**config.mk**
```make
export PLATFORM = sky130hd
export DESIGN_NAME = id_ex_stage
export DESIGN_NICKNAME = d
export VERILOG_FILES = /design/src/rtl/pipeline_pkg.sv /design/src/rtl/id_ex_stage_fwd_select.sv /design/src/rtl/id_ex_stage.sv
export SDC_FILE = /design/constraint.sdc
export NUM_CORES = 1
export LEC_CHECK = 0
export ABC_AREA = 1
export BUFFER_PORTS_ARGS = -buffer_cell sky130_fd_sc_hd__buf_2
export CORE_AREA = 2 2 121 123
export DETAILED_ROUTE_END_ITERATION = 12
export DIE_AREA = 0 0 123 125
export PLACE_DENSITY_LB_ADDON = 0.1
export SYNTH_ARGS = -nofsm -noshare
export SYNTH_HDL_FRONTEND = slang
export SYNTH_SLANG_ARGS = --single-unit
```
**constraint.sdc**
```tcl
create_clock -name clk -period 4.61 [get_ports clk]
set_clock_uncertainty 0.2 [all_clocks]
set_input_delay 0.461 -clock clk [delete_from_list [all_inputs] [get_ports clk]]
set_output_delay 0.461 -clock clk [all_outputs]
set_load 0.005 [all_outputs]
```
**src/rtl/pipeline_pkg.sv**
```systemverilog
// pipeline_pkg: shared forwarding select codes and default datapath widths.
package pipeline_pkg;
    localparam int DEF_DATA_W  = 32;
    localparam int DEF_REG_W   = 5;
    localparam int DEF_ALUOP_W = 4;

    typedef enum logic [1:0] {
        FWD_REG   = 2'b00,
        FWD_EXMEM = 2'b01,
        FWD_MEMWB = 2'b10,
        FWD_ALT   = 2'b11
    } fwd_sel_e;
endpackage

```
**src/rtl/id_ex_stage_fwd_select.sv**
```systemverilog
// fwd_select: compares one source index against the EX and MEM destinations.
module fwd_select
    import pipeline_pkg::*;
#(
    parameter int REG_W = DEF_REG_W
) (
    input  logic [REG_W-1:0] i_idx,
    input  logic             i_ex_wr,
    input  logic [REG_W-1:0] i_ex_dst,
    input  logic             i_mem_wr,
    input  logic [REG_W-1:0] i_mem_dst,
    output logic [1:0]       o_sel
);
    // EX wins over MEM: it holds the younger write to the same register.
    assign o_sel = (i_ex_wr  && i_ex_dst  != '0 && i_ex_dst  == i_idx) ? FWD_EXMEM :
                   (i_mem_wr && i_mem_dst != '0 && i_mem_dst == i_idx) ? FWD_MEMWB : FWD_REG;
endmodule

```
**src/rtl/id_ex_stage.sv**
```systemverilog
// id_ex_stage: ID/EX pipeline register with registered forwarding selects and load-use bubbles.
// Optional FWD_STATS_EN adds saturating forward/bubble counters.
module id_ex_stage
    import pipeline_pkg::*;
#(
    parameter int DATA_W  = DEF_DATA_W,
    parameter int REG_W   = DEF_REG_W,
    parameter int ALUOP_W = DEF_ALUOP_W
) (
    input  logic               clk,
    input  logic               rst,
    input  logic               stall,
    input  logic               flush,
    input  logic               id_valid,
    input  logic [DATA_W-1:0]  id_pc4,
    input  logic [DATA_W-1:0]  id_rs_data,
    input  logic [DATA_W-1:0]  id_rt_data,
    input  logic [DATA_W-1:0]  id_imm,
    input  logic [REG_W-1:0]   id_rs,
    input  logic [REG_W-1:0]   id_rt,
    input  logic [REG_W-1:0]   id_dst,
    input  logic               id_uses_rs,
    input  logic               id_uses_rt,
    input  logic               id_use_imm,
    input  logic               id_link,
    input  logic               id_reg_write,
    input  logic               id_mem_read,
    input  logic               id_mem_write,
    input  logic [ALUOP_W-1:0] id_alu_op,
    input  logic               mem_reg_write,
    input  logic [REG_W-1:0]   mem_dst,
    output logic               hazard_stall,
    output logic               ex_valid,
    output logic               ex_reg_write,
    output logic               ex_mem_read,
    output logic               ex_mem_write,
    output logic [DATA_W-1:0]  ex_pc4,
    output logic [DATA_W-1:0]  ex_rs_data,
    output logic [DATA_W-1:0]  ex_rt_data,
    output logic [DATA_W-1:0]  ex_imm,
    output logic [REG_W-1:0]   ex_dst,
    output logic [ALUOP_W-1:0] ex_alu_op,
    output logic [1:0]         ex_fwd_a,
    output logic [1:0]         ex_fwd_b,
    output logic [1:0]         ex_fwd_st
`ifdef FWD_STATS_EN
    ,
    output logic [15:0]        fwd_count,
    output logic [15:0]        bubble_count
`endif
);
    logic               r_valid, r_reg_write, r_mem_read, r_mem_write;
    logic [DATA_W-1:0]  r_pc4, r_rs_data, r_rt_data, r_imm;
    logic [REG_W-1:0]   r_dst;
    logic [ALUOP_W-1:0] r_alu_op;
    logic [1:0]         r_fwd_a, r_fwd_b, r_fwd_st;
    logic [1:0]         w_sel_rs, w_sel_rt, w_a, w_b, w_st;
    logic               w_ex_wr, w_bubble, w_advance;

    assign w_ex_wr = r_valid & r_reg_write;

    fwd_select #(.REG_W(REG_W)) u_sel_rs (
        .i_idx(id_rs), .i_ex_wr(w_ex_wr), .i_ex_dst(r_dst),
        .i_mem_wr(mem_reg_write), .i_mem_dst(mem_dst), .o_sel(w_sel_rs)
    );

    fwd_select #(.REG_W(REG_W)) u_sel_rt (
        .i_idx(id_rt), .i_ex_wr(w_ex_wr), .i_ex_dst(r_dst),
        .i_mem_wr(mem_reg_write), .i_mem_dst(mem_dst), .o_sel(w_sel_rt)
    );

    // An invalid ID slot must never present a nonzero select to EX.
    always_comb begin
        w_a  = !id_valid ? FWD_REG : id_link    ? FWD_ALT : id_uses_rs ? w_sel_rs : FWD_REG;
        w_b  = !id_valid ? FWD_REG : id_use_imm ? FWD_ALT : id_uses_rt ? w_sel_rt : FWD_REG;
        w_st = (id_valid && id_mem_write) ? w_sel_rt : FWD_REG;
    end

    assign hazard_stall = id_valid & r_valid & r_mem_read & (r_dst != '0) &
                          ((id_uses_rs & (r_dst == id_rs)) | (id_uses_rt & (r_dst == id_rt)));
    assign w_bubble     = flush | hazard_stall;
    assign w_advance    = !stall && !w_bubble;

    always_ff @(posedge clk or negedge rst) begin
        if (!rst) begin
            r_valid     <= 1'b0;
            r_reg_write <= 1'b0;
            r_mem_read  <= 1'b0;
            r_mem_write <= 1'b0;
            r_pc4       <= '0;
            r_rs_data   <= '0;
            r_rt_data   <= '0;
            r_imm       <= '0;
            r_dst       <= '0;
            r_alu_op    <= '0;
            r_fwd_a     <= FWD_REG;
            r_fwd_b     <= FWD_REG;
            r_fwd_st    <= FWD_REG;
        end else if (!stall) begin
            if (w_bubble) begin
                r_valid     <= 1'b0;
                r_reg_write <= 1'b0;
                r_mem_read  <= 1'b0;
                r_mem_write <= 1'b0;
                r_fwd_a     <= FWD_REG;
                r_fwd_b     <= FWD_REG;
                r_fwd_st    <= FWD_REG;
            end else begin
                r_valid     <= id_valid;
                r_reg_write <= id_valid & id_reg_write;
                r_mem_read  <= id_valid & id_mem_read;
                r_mem_write <= id_valid & id_mem_write;
                r_pc4       <= id_pc4;
                r_rs_data   <= id_rs_data;
                r_rt_data   <= id_rt_data;
                r_imm       <= id_imm;
                r_dst       <= id_dst;
                r_alu_op    <= id_alu_op;
                r_fwd_a     <= w_a;
                r_fwd_b     <= w_b;
                r_fwd_st    <= w_st;
            end
        end
    end

    assign ex_valid     = r_valid;
    assign ex_reg_write = r_reg_write;
    assign ex_mem_read  = r_mem_read;
    assign ex_mem_write = r_mem_write;
    assign ex_pc4       = r_pc4;
    assign ex_rs_data   = r_rs_data;
    assign ex_rt_data   = r_rt_data;
    assign ex_imm       = r_imm;
    assign ex_dst       = r_dst;
    assign ex_alu_op    = r_alu_op;
    assign ex_fwd_a     = r_fwd_a;
    assign ex_fwd_b     = r_fwd_b;
    assign ex_fwd_st    = r_fwd_st;

`ifdef FWD_STATS_EN
    logic [15:0] r_fwd_cnt, r_bub_cnt;
    logic        w_fwd_any;

    // Codes 01 and 10 are exactly the ones with differing bits.
    assign w_fwd_any = (w_a[0] ^ w_a[1]) | (w_b[0] ^ w_b[1]) | (w_st[0] ^ w_st[1]);

    always_ff @(posedge clk or negedge rst) begin
        if (!rst) begin
            r_fwd_cnt <= '0;
            r_bub_cnt <= '0;
        end else if (!stall) begin
            if (w_advance && w_fwd_any && r_fwd_cnt != 16'hFFFF)
                r_fwd_cnt <= r_fwd_cnt + 16'd1;
            if (hazard_stall && r_bub_cnt != 16'hFFFF)
                r_bub_cnt <= r_bub_cnt + 16'd1;
        end
    end

    assign fwd_count    = r_fwd_cnt;
    assign bubble_count = r_bub_cnt;
`else
    logic w_unused;
    assign w_unused = w_advance;
`endif
endmodule
```
==> impl_metrics.py <==
metrics = {
    "outcome": {
        "run_status": "finished, final reports clean",
    },
    "clock_network": {
        "worstSkewPairLatency_ns": 0.41,
        "clkTransAtPathRegs_ns": 0.06,
        "cell_chosen_for_the_clock_root": "clkbuf_16",
        "cts_setup_buffers": 0,
        "cts_tree": "done",
        "cts.sink_count": 147,
        "post_cts.resized_instances": 0,
        "numCtsBuffers": 17,
        "htree_levels": 4,
        "ctsLongestPathBuffers": 2,
    },
    "yosys": {
        "warning_count_from_the_yosys_run": 0,
        "synth_top_area_share_pct": 60.87,
        "ys_seq_elements": 147,
        "synthesis.area_mm2": 0.006043,
        "ys_types": 18,
        "synth_ff_type": "dfrtp_1",
        "synth.most_common_cell": "nand2_1",
        "post_synth_main_area_contributors": "dfrtp_1 (61%), nand2_1 (29%), buf_2 (1.3%), buf_6 (1.3%), inv_1 (1.2%)",
        "async_reset_ff_share_pct": 100.0,
        "number_of_enable_type_register_cells_in_the_synthesized_netlist": 0,
        "postSynthNetCount": 891,
        "syn_inst": 726,
        "synth_commonest_cells": "nand2_1 (468), dfrtp_1 (147), inv_1 (20)",
        "syn_avg_cell_area_um2": 8.324,
        "post-synth-top-area-cell": "dfrtp_1",
        "yosysSeqAreaShare_pct": 60.87,
    },
    "cells_and_area": {
        "layout-area-overhead-vs-synth_pct": 37.47,
        "nets": 1199,
        "share_of_cells_above_drive_strength_1_pct": 34.32,
    },
    "timing": {
        "final-setup-viol-count": 0,
        "rsz0062_at_grt": "false",
        "post_route_hold_slack_ns": 0.03157,
        "number_of_pins_exceeding_their_max_slew_limit_in_the_final_report": 0,
        "timing.final.crit_share_pct": 55.40,
        "setup-tns-final_ns": 0,
        "finalHoldViolCount": 0,
        "relative_slew_slack_pct": 37.00,
        "max_freq_ghz": 0.3916,
        "timing.final.crit_period_ns": 2.554,
        "tightestPinTransition_ns": 0.9429,
    },
    "power": {
        "ir_drop_v": 0.0001960,
        "pwr_density_cell_mw_per_mm2": 410.9,
        "power.leakage_nw": 5.037,
    },
    "worst_setup_path": {
        "crit-reg2reg-launch": "ex_dst[4]$_DFFE_PN0P_",
        "startpoint_type": "flip-flop",
        "timing.critical_path.max_delay_family": "compound AO/OA/AOI/OAI gates",
        "ff2ff_path_depth": 6,
        "end_kind": "flip-flop",
        "crit_path_max_incr_delay_ns": 0.76,
        "reg2reg_slack_ns": 2.06,
        "cp_data_arrival_time_ns": 2.63,
        "worst-path-buf-inv": 1,
        "required_ns": 4.69,
        "crit_path_max_fanout": 37,
        "worst-setup-path-type": "reg -> reg",
        "cp_cell_sequence": "xnor2_1 > nand4_1 > nand2_1 > a21oi_4 > buf_4 > o21ai_0",
        "crit_path_slowest_cell": "a21oi_4",
        "endpoint_of_the_worst_slack_reg_to_reg_timing_path": "ex_dst[3]$_DFFE_PN0P_",
    },
    "route": {
        "route.met2.wl_um": 7598,
        "routed_via_count": 5503,
        "routed_wl_um": 16690,
        "drc": 0,
        "dr.first_iter.drc_count": 247,
        "routed_wire_length_per_instance_um": 13.56,
        "detail_route.wirelength.met1_um": 6936,
        "drt-vias-per-instance": 4.470,
        "dr.pass1.iters": 4,
        "met3WireLength_um": 1679,
        "route.top_layer_used": "met4",
        "ant_nets": 0,
    },
    "worst_hold_path": {
        "min_delay_path_depth": 3,
        "hold_start": "id_imm[19]",
        "holdPathEnd": "ex_imm[19]$_DFFE_PN0P_",
        "min-delay-path-class": "in -> reg",
    },
    "grt": {
        "gr-usage-all-layers_pct": 22.08,
        "pin_count_of_the_biggest_net_entering_global_routing": 85,
        "first_global_vias": 5278,
        "antenna_violations_before_repair": 1,
        "global_route.overflow_total": 0,
        "grt_first_pass_wirelength_um": 26160,
    },
    "die": {
        "fp.dieArea_mm2": 0.01538,
        "num_io_pins": 313,
        "die_w_um": 123,
        "floorplan.die.height_um": 125,
        "core_region_area_mm2": 0.01420,
        "floorplan.initialDensity_pct": 42.55,
        "rows": 44,
    },
    "job": {
        "maxCapViolCount": 0,
    },
    "place": {
        "hpwl_um": 11990,
        "port_buffers": 312,
        "routabilityCongestion": 0.8860,
    },
}
-- metal layers --
metal / up-vias / global-route usage (%)
met5: - / 0
met4: 0 / 9.759
met3: 32 / 7.755
met2: 243 / 34.51
met1: 2417 / 27.60
li1: 2811 / -
-- power breakdown --
part / switching [mW] / leakage (nW) / internal [mW] / total (mW)
clock: 0.508 / 0.288 / 0.848 / 1.36
combinational: 0.285 / 2.92 / 0.242 / 0.527
sequential: 0.0854 / 1.83 / 1.45 / 1.53
total: 0.879 / 5.04 / 2.53 / 3.41
-- state kept, by name, summed over array words and instances (netlist names) --
signal	count
ex_fwd_a	2
ex_valid	1
ex_reg_write	1
ex_dst	5
ex_rs_data	32
ex_fwd_st	2
ex_alu_op	4
ex_pc4	32
ex_rt_data	32
ex_fwd_b	2
ex_mem_read	1
ex_mem_write	1
ex_imm	32
-- cell usage in the layout, fill, tap and decap left out --
master and count:
o21ai_0 8, a21oi_4 1, clkbuf_1 1, nand2_4 1, xor2_1 4, nor2_1 15, inv_2 4, inv_1 20
buf_6 1, bufinv_16 2, buf_4 7, clkinvlp_4 2, nor3_1 1, nor2_2 2, dfrtp_1 147, clkinv_2 4
nand2_2 1, buf_12 1, diode_2 1, xnor2_1 3, nand4_1 6, clkbuf_16 17, nand3_1 13, clkbuf_8 4
dlygate4sd3_1 1, nand2_1 468, buf_2 311, clkinv_4 1
-- stage by stage --
stage	instance area [um2]	utilization, %	std cells	worst slack, ns	power, mW
after global routing	8308	58.49	1231	1.780	3.601
final	8308	58.49	1231	2.056	3.414
after detailed placement	7707	54.26	1198	1.878	2.085
after CTS	8305	58.47	1230	2.005	3.462
after floorplan	6043	-	726	2.864	1.774
after global placement	7707	54.26	1198	1.938	2.081
-- area by class of cell --
cell class | count | area, um2
Fill cell | 1332 | 5896
Clock buffer | 22 | 484.2
Inverter | 24 | 90.09
Multi-Input combinational cell | 523 | 2068
Antenna cell | 1 | 2.502
Clock inverter | 9 | 103.9
Tap cell | 184 | 230.2
Sequential cell | 147 | 3679
Timing Repair Buffer | 321 | 1650
-- how the worst max path moves through the flow --
stage,cells after the start,slack [ns],to,startpoint
final,6,2.06,ex_dst[3]$_DFFE_PN0P_,ex_dst[4]$_DFFE_PN0P_
after global routing,10,1.78,ex_mem_read$_DFFE_PN0N_,ex_dst[2]$_DFFE_PN0P_
after CTS,9,2.01,ex_dst[3]$_DFFE_PN0P_,ex_dst[2]$_DFFE_PN0P_
after detailed placement,10,1.88,ex_dst[3]$_DFFE_PN0P_,id_rt[3]
after global placement,10,1.94,ex_dst[2]$_DFFE_PN0P_,id_rt[3]
after floorplan,12,2.86,ex_imm[20]$_DFFE_PN0P_,id_rt[3]
-- cells by family after synthesis --
family / share of synthesized area [%]
flip-flops: 60.87
AO/OA/AOI/OAI: 0.9318
AND/OR/NAND/NOR: 32.19
buffers and inverters: 4.990
XOR/XNOR: 1.015
-- what timing repair did --
action,4_1_cts,5_1_grt
endpoints found under the setup margin,0,0
hold buffers,1,0
hold endpoints to repair,82,0
-- worst register-to-register path: stages (launching register included) --
cell     delay, ns
dfrtp_1       0.45
xnor2_1       0.20
nand4_1       0.12
nand2_1       0.12
a21oi_4       0.76
buf_4         0.44
o21ai_0       0.14
No activity file was read; power rests on OpenSTA's default activity.
